===== src/rtl/dfm_uart_pkg.sv =====
`default_nettype none
// ============================================================================
// Module      : dfm_uart_pkg
// Description : Shared types and default constants for the UART transmit
//               scheduler: FSM state encoding, byte width, default pacing
//               gap and default mid-frame stall timeout.
// Revision    : 1.0 - initial release
// ============================================================================
package dfm_uart_pkg;

    localparam int BYTE_W             = 8;
    localparam int UART_BYTE_GAP      = 256;
    localparam int UART_FRAME_TIMEOUT = 65535;

    typedef enum logic [1:0] {
        IDLE = 2'd0,
        SEND = 2'd1,
        GAP  = 2'd2,
        WAIT = 2'd3
    } tx_state_t;

endpackage
`default_nettype wire


===== src/rtl/uart_rr_pick.sv =====
`default_nettype none
// ============================================================================
// Module      : uart_rr_pick
// Description : Combinational round-robin picker. Finds the first asserted
//               bit of valid, searching upward from rr_ptr with wrap-around.
// Ports       : valid      - request vector
//               rr_ptr     - index searched first
//               sel_onehot - one-hot winner (0 when nothing valid)
//               sel_idx    - binary index of the winner
//               sel_any    - at least one request is valid
// Revision    : 1.0 - initial release
// ============================================================================
module uart_rr_pick #(
    parameter int N_REQ = 3,
    parameter int PTR_W = $clog2(N_REQ)
) (
    input  logic [N_REQ-1:0] valid,
    input  logic [PTR_W-1:0] rr_ptr,
    output logic [N_REQ-1:0] sel_onehot,
    output logic [PTR_W-1:0] sel_idx,
    output logic             sel_any
);

    int w_pos;

    always_comb begin
        sel_onehot = '0;
        sel_idx    = '0;
        sel_any    = 1'b0;
        w_pos      = 0;
        for (int k = 0; k < N_REQ; k++) begin
            // rr_ptr < N_REQ always, so one subtraction is enough to wrap.
            w_pos = int'(rr_ptr) + k;
            if (w_pos >= N_REQ) begin
                w_pos = w_pos - N_REQ;
            end
            if (!sel_any && valid[w_pos]) begin
                sel_any           = 1'b1;
                sel_onehot[w_pos] = 1'b1;
                sel_idx           = PTR_W'(w_pos);
            end
        end
    end

endmodule
`default_nettype wire


===== src/rtl/uart_tx_sched.sv =====
`default_nettype none
// ============================================================================
// Module      : uart_tx_sched
// Description : Round-robin scheduler sharing one UART transmitter among
//               N_REQ byte-stream requesters. Grants whole frames, paces
//               bytes BYTE_GAP clocks apart and drops a frame whose owner
//               stalls for FRAME_TIMEOUT clocks.
// Ports       : clk, rst (async, active high)
//               req_valid/req_data/req_last/req_ready - requester handshake
//               wrsig/dataout - strobe and byte to the UART transmitter
//               grant - one-hot frame owner, busy - not IDLE
//               timeout_err - one-cycle pulse when a frame is dropped
// Revision    : 1.0 - initial release
// ============================================================================
module uart_tx_sched
    import dfm_uart_pkg::*;
#(
    parameter int N_REQ         = 3,
    parameter int BYTE_GAP      = UART_BYTE_GAP,
    parameter int FRAME_TIMEOUT = UART_FRAME_TIMEOUT
) (
    input  logic                    clk,
    input  logic                    rst,
    input  logic [N_REQ-1:0]        req_valid,
    input  logic [BYTE_W*N_REQ-1:0] req_data,
    input  logic [N_REQ-1:0]        req_last,
    output logic [N_REQ-1:0]        req_ready,
    output logic                    wrsig,
    output logic [BYTE_W-1:0]       dataout,
    output logic [N_REQ-1:0]        grant,
    output logic                    busy,
    output logic                    timeout_err
);

    localparam int PTR_W = $clog2(N_REQ);
    localparam int GAP_W = $clog2(BYTE_GAP);
    localparam int TO_W  = $clog2(FRAME_TIMEOUT + 1);

    // GAP lasts BYTE_GAP-2 cycles: counter runs 0 .. BYTE_GAP-3.
    localparam logic [GAP_W-1:0] C_GAP_END = GAP_W'(BYTE_GAP - 3);
    localparam logic [TO_W-1:0]  C_TO_END  = TO_W'(FRAME_TIMEOUT);

    tx_state_t          r_state;
    tx_state_t          w_state_nxt;
    logic [PTR_W-1:0]   r_rr_ptr;
    logic [PTR_W-1:0]   r_owner;
    logic [GAP_W-1:0]   r_gap_cnt;
    logic [TO_W-1:0]    r_to_cnt;
    logic               r_last_q;
    logic [BYTE_W-1:0]  r_dataout;
    logic [N_REQ-1:0]   r_grant;

    logic [N_REQ-1:0]   w_pick_sel;
    logic [PTR_W-1:0]   w_pick_idx;
    logic               w_pick_any;
    logic [PTR_W-1:0]   w_idx;
    logic               w_accept;
    logic               w_gap_done;
    logic               w_timeout;
    logic               w_release;
    logic [PTR_W-1:0]   w_ptr_after_owner;

    uart_rr_pick #(
        .N_REQ (N_REQ),
        .PTR_W (PTR_W)
    ) u_pick (
        .valid      (req_valid),
        .rr_ptr     (r_rr_ptr),
        .sel_onehot (w_pick_sel),
        .sel_idx    (w_pick_idx),
        .sel_any    (w_pick_any)
    );

    assign w_gap_done        = (r_gap_cnt == C_GAP_END);
    assign w_timeout         = (r_state == WAIT) && (r_to_cnt == C_TO_END);
    // Frame ends either after the last byte's gap or on a dropped frame.
    assign w_release         = ((r_state == GAP) && w_gap_done && r_last_q) || w_timeout;
    assign w_ptr_after_owner = (int'(r_owner) == N_REQ - 1) ? '0 : r_owner + PTR_W'(1);

    always_comb begin
        w_state_nxt = r_state;
        req_ready   = '0;
        w_accept    = 1'b0;
        w_idx       = r_owner;
        case (r_state)
            IDLE: begin
                req_ready = w_pick_sel;
                w_idx     = w_pick_idx;
                if (w_pick_any) begin
                    w_accept    = 1'b1;
                    w_state_nxt = SEND;
                end
            end
            SEND: begin
                w_state_nxt = GAP;
            end
            GAP: begin
                if (w_gap_done) begin
                    w_state_nxt = r_last_q ? IDLE : WAIT;
                end
            end
            WAIT: begin
                // The timeout cycle refuses any byte so the drop is clean.
                if (w_timeout) begin
                    w_state_nxt = IDLE;
                end else begin
                    req_ready[r_owner] = 1'b1;
                    if (req_valid[r_owner]) begin
                        w_accept    = 1'b1;
                        w_state_nxt = SEND;
                    end
                end
            end
            default: begin
                w_state_nxt = IDLE;
            end
        endcase
    end

    always_ff @(posedge clk or posedge rst) begin
        if (rst) begin
            r_state <= IDLE;
        end else begin
            r_state <= w_state_nxt;
        end
    end

    always_ff @(posedge clk or posedge rst) begin
        if (rst) begin
            r_rr_ptr  <= '0;
            r_owner   <= '0;
            r_gap_cnt <= '0;
            r_to_cnt  <= '0;
            r_last_q  <= 1'b0;
            r_dataout <= '0;
            r_grant   <= '0;
        end else begin
            if (w_accept) begin
                r_dataout <= req_data[int'(w_idx)*BYTE_W +: BYTE_W];
                r_last_q  <= req_last[w_idx];
                if (r_state == IDLE) begin
                    r_owner <= w_idx;
                    r_grant <= w_pick_sel;
                end
            end

            if (r_state == SEND) begin
                r_gap_cnt <= '0;
            end else if ((r_state == GAP) && !w_gap_done) begin
                r_gap_cnt <= r_gap_cnt + GAP_W'(1);
            end

            // Counts only idle WAIT cycles; cleared everywhere else.
            if ((r_state == WAIT) && !w_timeout && !req_valid[r_owner]) begin
                r_to_cnt <= r_to_cnt + TO_W'(1);
            end else begin
                r_to_cnt <= '0;
            end

            if (w_release) begin
                r_rr_ptr <= w_ptr_after_owner;
                r_grant  <= '0;
            end
        end
    end

    assign wrsig       = (r_state == SEND);
    assign dataout     = r_dataout;
    assign grant       = r_grant;
    assign busy        = (r_state != IDLE);
    assign timeout_err = w_timeout;

endmodule
`default_nettype wire


===== config.mk =====
export PLATFORM = sky130hd
export DESIGN_NAME = uart_tx_sched
export DESIGN_NICKNAME = d
export VERILOG_FILES = /design/src/rtl/dfm_uart_pkg.sv /design/src/rtl/uart_rr_pick.sv /design/src/rtl/uart_tx_sched.sv
export SDC_FILE = /design/constraint.sdc
export NUM_CORES = 1
export LEC_CHECK = 0
export BUFFER_PORTS_ARGS = -buffer_cell sky130_fd_sc_hd__buf_4
export CAP_MARGIN = 0
export CORE_MARGIN = 2
export CORE_UTILIZATION = 59
export CTS_CLUSTER_DIAMETER = 200
export DETAILED_ROUTE_END_ITERATION = 6
export PLACE_DENSITY = 0.84
export RECOVER_POWER = 25
export SLEW_MARGIN = 20
export SYNTH_ARGS = -nofsm -noshare
export SYNTH_HDL_FRONTEND = slang
export SYNTH_SLANG_ARGS = --single-unit

===== constraint.sdc =====
create_clock -name clk -period 3.7 [get_ports clk]
set_clock_uncertainty 0.15 [all_clocks]
set_input_delay 0.185 -clock clk [delete_from_list [all_inputs] [get_ports clk]]
set_output_delay 0.185 -clock clk [all_outputs]
set_load 0.02 [all_outputs]

=== Yosys cells after proc, flatten, opt, wreduce, memory -nomap -nowiden ===
Index checks and enable logic that the tools add are counted.

* Add/sub/neg operators: 8
* Magnitude comparators: 12
* Equality and inequality tests: 9
* Shifts and indexed selects: 1
* Mux-type cells: 53
* Bitwise logic cells: 2
* Reduce and logical (&&, ||, !) cells: 26

{| class="wikitable"
|+ Operators by type and width
! operator !! number
|-
| 32-bit by 1-bit >= comparator with 1-bit output (second input constant) || 3
|-
| 32-bit by 4-bit less-than comparator with 1-bit output (second input constant) || 3
|-
| 32-bit two-way mux || 3
|-
| 32-bit by 3-bit >= comparator with 1-bit output (second input constant) || 2
|-
| 32-bit by 3-bit subtractor with 32-bit output (second input constant) || 2
|-
| 24-bit by 6-bit indexed part select with 8-bit output || 1
|-
| 3-bit two-way mux || 7
|-
| 2-bit two-way mux || 10
|-
| 1-bit two-way mux || 18
|-
| 16-bit by 1-bit adder with 16-bit output (second input constant) || 1
|-
| 16-bit == test (second input constant) || 1
|-
| 16-bit two-way mux || 1
|-
| 8-bit two-way mux || 2
|-
| 1-bit logical AND || 12
|-
| 1-bit binary-select mux with 2-bit select || 5
|-
| 8-bit by 1-bit adder with 8-bit output (second input constant) || 1
|-
| 1-bit demux with 2-bit select || 4
|-
| 8-bit == test (second input constant) || 1
|-
| 2-bit one-hot mux with 4 select lines || 1
|-
| 2-bit nonzero test || 4
|-
| 2-bit == test (second input constant) || 3
|-
| 2-bit by 3-bit less-than comparator with 1-bit output (second input constant) || 2
|-
| 3-bit bitwise OR || 2
|-
| 3-bit one-hot mux with 2 select lines || 1
|-
| other kinds (16) || 21
|}

* Register bits after elaboration: 42
* Input port bits: 32
* Logic and storage cells: 119

=== Depth between registers and ports, before layout ===
Gate-level depths: netlist of the first run.

* Depth after elaboration: 16
* Gate-level depth with buffers: 10

=== Hierarchy ===
Synthesis of the first run repeated with hierarchy kept, for this count alone.

* Cells, all modules: 285
* Area, all modules: 2747.6 um^2

{| class="wikitable"
|+ By module, submodules not included
! module !! times used !! cells each !! area each (um^2) !! sequential area each (um^2)
|-
| uart_tx_sched || 1 || 233 || 2366.0 || 1051.0
|-
| uart_rr_pick || 1 || 52 || 381.6 || 0.0
|}

=== Worst setup path before layout of the first run ===
OpenSTA, ideal clock, no wires.

* Kind: register to output
* Start point: register r_rr_ptr[0]
* End point: output req_ready[0]
* Data arrival time: 2.189 ns
* Setup slack: 1.176 ns
* Stages on the path, launching flop included: 8
* Path buffers: 0
* Path through: dfrtp_1 > inv_1 > ha_1 > maj3_2 > a221oi_2 > inv_2 > a211o_1 > o2bb2ai_1

* Longest elaborated chain between the ends: 13

{| class="wikitable"
|+ Ends and longest elaborated chain
! what !! RTL line !! RTL
|-
| start, declared || uart_tx_sched.sv:45 || <nowiki>logic [PTR_W-1:0] r_rr_ptr;</nowiki>
|-
| start signal, assigned || uart_tx_sched.sv:161 || <nowiki>r_rr_ptr <= w_ptr_after_owner;</nowiki>
|-
| branches (longest 11 deep; another with 32-bit by 3-bit subtractor with 32-bit output) || n/a ||
|-
| 3-bit two-way mux (*) || uart_rr_pick.sv:37 || <nowiki>if (!sel_any && valid[w_pos]) begin</nowiki>
|-
| 3-bit one-hot mux with 2 select lines (*) || uart_tx_sched.sv:85 || <nowiki>case (r_state)</nowiki>
|-
| end, declared || uart_tx_sched.sv:27 || <nowiki>output logic [N_REQ-1:0] req_ready,</nowiki>
|}

Every way passes the cells marked *. The select of a mux whose other input is x is not followed.

=== Worst setup path in the final report of the first run ===
Same ends and word-level chain as after synthesis.

==> flow_summary.toml, run 1 <==
[pwr]
p_leak_uw = 0.001452
ir_drop_mv = 0.5099
power_density_nw_per_um2 = 653.2

[clock_network]
cts_root_buf = "clkbuf_8"
clockBufferDepth = 2
post_cts_resized = 0
h-tree-depth = 2
tritoncts = "built"
clock_latency_ps = 300
cts_buffers = 5
cts_sinks = 42
clkTransAtPathRegs_ps = 80

[sta]
timing.setup.tns_ps = 0
slew_violations = 43
hold_viol = 0
relSlewSlack_pct = -48.77
worst-slew-pin-transition_ps = 2232
finalCritPeriodShare_pct = 85.89
period_needed_ps = 3178
rsz0062_at_grt = "no"
fmax_ghz = 0.3147
finalSetupViolations = 0
setup_ws_ps = 522.0
holdWs_ps = 26.21

[critical_path]
critPathArrivalTime_ps = 2840
crit_chain = "inv_1 > ha_1 > maj3_2 > a221oi_2 > inv_2 > a211o_1 > o2bb2ai_1 > buf_4"
r2r_slack_ps = 900
critPathBufInv = 3
regToRegStartpoint = "r_rr_ptr[0]"
max_stage_delay_ps = 460
start_kind = "register"
r2r_cells = 8
end_kind = "output pin"
required_ps = 3370
r2r-end = "dataout[1]"
worst-path-max-fanout = 14
slowest_stage = "ha_1"
worst-path-stages = 8
crit_family = "compound AO/OA/AOI/OAI gates"
crit_type = "register to output pin"

[hold_path]
hp-start = "req_data[18]"
holdPathStages = 3
hold_class = "input port to register"
min_to = "dataout[2]"

[synth]
syn-num-nets = 332
ys_dominant_reg_cell = "dfrtp_1"
synth_edf_count = 0
yosysMostFrequentCell = "dfrtp_1"
yosysTopAreaCell = "dfrtp_1"
synth_top_area_share_pct = 37.82
syn_area_um2 = 2779
syn_avg_cell_area_um2 = 9.649
ys_seq_area_share_pct = 37.82
synth_area_leaders = "dfrtp_1, ha_1, o221ai_2"
synth_cells = 288
synth_warnings = 0
async_flop_share_pct = 100.0
ys_types = 58
ys_ff_latch = 42
synth_commonest_cells = "dfrtp_1, nor2_1, nand2_1"

[place]
numPortBuffers = 48
gp_congestion = 0.8079
placed_cells = 377
dpl.hpwl_um = 4359
pre_cts_ws_ps = 852.9

[route]
drt_wl_total_um = 5973
drtIter0Drc = 141
wl_per_cell_um = 15.47
ant_nets = 0
met3_length_um = 276
num_vias = 2278
vias_per_cell = 5.902
met2_length_um = 2915
drcViolationCount = 0
first_pass_iters = 4
top_layer = "met4"
wirelength_met1_um = 2705

[global_route]
grt_max_degree = 43
grt_pass1_wl_um = 9901
grt_pass1_vias = 2118
grt_overflow = 0
antenna_found_initial = 0
grt_usage_pct = 24.19

[finish]
antenna_cells = 0
fin_util_pct = 73.00
syn2layout_area_growth_pct = 16.75
drive_gt1_share_pct = 26.95
nFillCells = 326
fin_cells = 386
final_nets = 377

[floorplanning]
pin_count = 49
fp.dieH_um = 72.63
core_um2 = 4444
die_area_um2 = 5275
die_x_um = 72.63
start_util_pct = 62.53
num_rows = 24

[outcome]
violations = "max-capacitance violations, max-slew violations"
status = "complete, but fails checks"

[flow_run]
max_cap_violations = 1
==> flip-flops by register name (all words and copies together), names as in the netlist <==
name	flops
r_owner	2
r_gap_cnt	8
r_last_q	1
r_to_cnt	16
dataout	8
grant	3
r_rr_ptr	2
r_state	2
==> area by class of cell <==
class	instances	area, µm²	area share (%)
inverters	12	45.04	1.388
flip-flops and latches	42	1051	32.39
multi-input cells	221	1595	49.17
well taps	52	65.06	2.005
repair buffers	51	377.9	11.65
clock buffers	6	72.57	2.237
clock inverters	2	37.54	1.157
==> stage by stage <==
stage | power [µW] | area (µm²)
3_5_place_dp | 1769 | 3132
6_report | 2119 | 3244
2_1_floorplan | 1501 | 2779
4_1_cts | 2139 | 3252
3_3_place_gp | 1733 | 3132
5_1_grt | 2245 | 3244
==> where the power goes <==
group | total, µW | switching, µW | internal (µW)
registers | 675 | 109 | 566
clock network | 364 | 162 | 201
logic | 1080 | 635 | 446
==> worst max-delay path by stage <==
stage / start / to / slack [ps]
finish: r_rr_ptr[0] / req_ready[0] / 520
global route: r_rr_ptr[0] / req_ready[0] / 390
CTS: r_rr_ptr[0] / req_ready[0] / 530
detailed placement: r_rr_ptr[0] / req_ready[0] / 850
global placement: r_rr_ptr[0] / req_ready[0] / 940
floorplan: r_rr_ptr[0] / req_ready[0] / 1180
==> placed cells by master (no fill, tap or decap), drive strengths merged, types with 2 or more instances in the layout <==
master,netlist,routed
inv,12,12
a211o,2,2
a32o,2,2
nor2,32,32
nor3,2,2
nor2b,5,5
and3,7,7
buf,10,47
xnor2,4,4
mux2,2,2
nand2b,6,6
o21ai,9,9
o2bb2ai,2,2
a21boi,2,2
or3,4,4
xor2,15,15
dfrtp,42,42
a221oi,2,2
ha,12,12
and4,3,3
a21oi,11,11
nand2,39,39
nand4,8,8
a31oi,3,3
clkbuf,3,9
o221ai,9,9
nand3,11,11
mux2i,12,12
==> what timing repair did <==
action | in CTS | in global routing
buffers inserted | 0 | 0
hold buffers | 1 | 0
hold endpoints to repair | 42 | 0
==> per-layer routing <==
metal / global-route usage [%] / vias up
met5: 0 / -
li1: - / 1115
met1: 33.18 / 1091
met2: 39.39 / 65
met3: 4.282 / 7
met4: 7.407 / 0
==> cells by family (layout without fill, tap and decap cells) <==
kind of cell	after synthesis	count (layout)	synth area share, %
DFF	42	42	37.82
xor gates and xnor gates	19	19	5.988
muxes	14	14	5.718
adders and majority gates	13	13	5.808
and+or+nand+nor	123	123	22.42
buffers and inverters	25	71	4.997
AOI/OAI and AO/OA	52	52	17.25
==> tightest hold or removal path: stages <==
cell and delay (ps):
buf_4 110, nand2_1 60, o221ai_2 80
No activity file was read; power rests on OpenSTA's default activity.
==> run 2: changes to the inputs <==
--- a/config.mk
+++ b/config.mk
@@ -12,7 +12,7 @@
 export CTS_CLUSTER_DIAMETER = 200
 export DETAILED_ROUTE_END_ITERATION = 6
 export PLACE_DENSITY = 0.84
-export RECOVER_POWER = 25
+export RECOVER_POWER = 50
 export SLEW_MARGIN = 20
 export SYNTH_ARGS = -nofsm -noshare
 export SYNTH_HDL_FRONTEND = slang
==> flow_summary.toml, run 2 (synthesis gave the netlist of run 1 again) <==
[route]
drcViolationCount = 0
vias_per_cell = 5.922
num_vias = 2286
drt_wl_total_um = 5948
first_pass_iters = 4
drtIter0Drc = 175
wl_per_cell_um = 15.41
ant_nets = 0

[pwr]
internal_power_uw = 1184
ir_drop_mv = 0.4969
p_leak_uw = 0.001425
power.share.sequential_pct = 32.2
combPwrFrac_pct = 50.3
power_density_nw_per_um2 = 648.4
p_sw_share_pct = 43.26
p_clk_share_pct = 17.4
p_sw_uw = 902.7

[hold_path]
min_to = "dataout[2]"
hold_class = "input port to register"
hp-start = "req_data[18]"
holdPathStages = 3

[finish]
drive_gt1_share_pct = 24.85
largest_register_ff_count = 16
mostFrequentLayoutCells = "dfrtp_1, buf_4, nor2_1"
fin_util_pct = 72.41
antenna_cells = 0
syn2layout_area_growth_pct = 15.80
layout_commonest_cell = "dfrtp_1"
final_nets = 377
fin_area_um2 = 3218
regMostFlops = "r_to_cnt"
nFillCells = 336

[clock_network]
cts_sinks = 42
h-tree-depth = 2
clock_latency_ps = 300
clockBufferDepth = 2
cts_buffers = 5
cts_root_buf = "clkbuf_8"
post_cts_resized = 0
clkTransAtPathRegs_ps = 80
tritoncts = "built"
cts_setup_buffers = 0
cts_hold_buf = 1

[critical_path]
crit_chain = "inv_1 > ha_1 > maj3_2 > a221oi_2 > inv_2 > a211o_1 > o2bb2ai_1 > buf_4"
crit_type = "register to output pin"
end_kind = "output pin"
max_stage_delay_ps = 460
crit_family = "compound AO/OA/AOI/OAI gates"
slowest_stage = "ha_1"
r2r-end = "grant[1]"
worst-path-max-fanout = 14
r2r_slack_ps = 900
critPathArrivalTime_ps = 2840
regToRegStartpoint = "r_rr_ptr[0]"
required_ps = 3370
start_kind = "register"
critPathBufInv = 3
r2r_cells = 8

[sta]
hold_viol = 0
relSlewSlack_pct = -48.99
rsz0062_at_grt = "no"
timing.setup.tns_ps = 0
worst-slew-pin-transition_ps = 2235
finalCritPeriodShare_pct = 85.92
slew_violations = 43
finalSetupViolations = 0
fmax_ghz = 0.3146
holdWs_ps = 25.77
period_needed_ps = 3179

[place]
numPortBuffers = 48
dpl.hpwl_um = 4359
dpl-instance-area_um2 = 3132
gp_congestion = 0.8079

[global_route]
grt_overflow = 0
grt_pass1_vias = 2118
gr-usage-met1_pct = 33.18
grtUsageMet3_pct = 4.282
grt_pass1_wl_um = 9901
grt_max_degree = 43
antenna_found_initial = 0
grtUsageMet2_pct = 39.39
grt_usage_pct = 24.19
top_usage_layer = "met2"

[floorplanning]
start_util_pct = 62.53
pin_count = 49
core_um2 = 4444
fp.dieH_um = 72.63
num_rows = 24
die_x_um = 72.63
die_area_um2 = 5275

[flow_run]
max_cap_violations = 1

[outcome]
violations = "max-capacitance violations, max-slew violations"
status = "complete, but fails checks"
-- run 2: cell types whose count changed in the layout (fill, tap and decap cells not counted), sizes merged --
cell	before	now
buf	47	40
clkbuf	9	16
-- run 2: worst max-delay path by stage --
stage / from / endpoint / slack [ps] / depth (start not counted)
6_report: r_rr_ptr[0] / req_ready[0] / 520 / 8
3_3_place_gp: r_rr_ptr[0] / req_ready[0] / 940 / 8
2_1_floorplan: r_rr_ptr[0] / req_ready[0] / 1180 / 7
5_1_grt: r_rr_ptr[0] / req_ready[0] / 390 / 8
3_5_place_dp: r_rr_ptr[0] / req_ready[0] / 850 / 8
4_1_cts: r_rr_ptr[0] / req_ready[0] / 530 / 8
-- run 2: per-stage QoR --
step | total power (µW) | instances | setup WS [ps]
finish | 2087 | 386 | 521.0
detailed placement | 1769 | 377 | 852.9
global route | 2213 | 386 | 393.3
global placement | 1733 | 377 | 936.3
CTS | 2139 | 386 | 532.4
floorplan | 1501 | 288 | 1176
-- run 2: metal layers --
| layer | vias up | share of wire, % |
|---|---|---|
| met1 | 1097 | 45 |
| met5 | - | 0 |
| met4 | 0 | 1.2 |
| met3 | 6 | 5.1 |
| li1 | 1117 | - |
| met2 | 66 | 49 |
-- run 2: power by group through the flow --
stage	clock network [µW]	logic (µW)	registers, µW
floorplan	0	786	715
global placement	0	1060	677
detailed placement	0	1090	678
CTS	372	1090	674
global route	389	1140	690
finish	363	1050	673
-- run 2: layout make-up --
type                            count  area (µm²)  area share [%]
Multi-Input combinational cell    221        1595           49.57
Sequential cell                    42        1051           32.66
Timing Repair Buffer               51       351.6           10.93
Clock buffer                        6       72.57           2.255
Tap cell                           52       65.06           2.022
Inverter                           12       45.04           1.400
Clock inverter                      2       37.54           1.166
-- run 2: tightest hold or removal path, delay by kind of cell --
kind,cells,cell delay [ps]
simple gates,1,60
buf+inv,1,100
compound gates,1,80
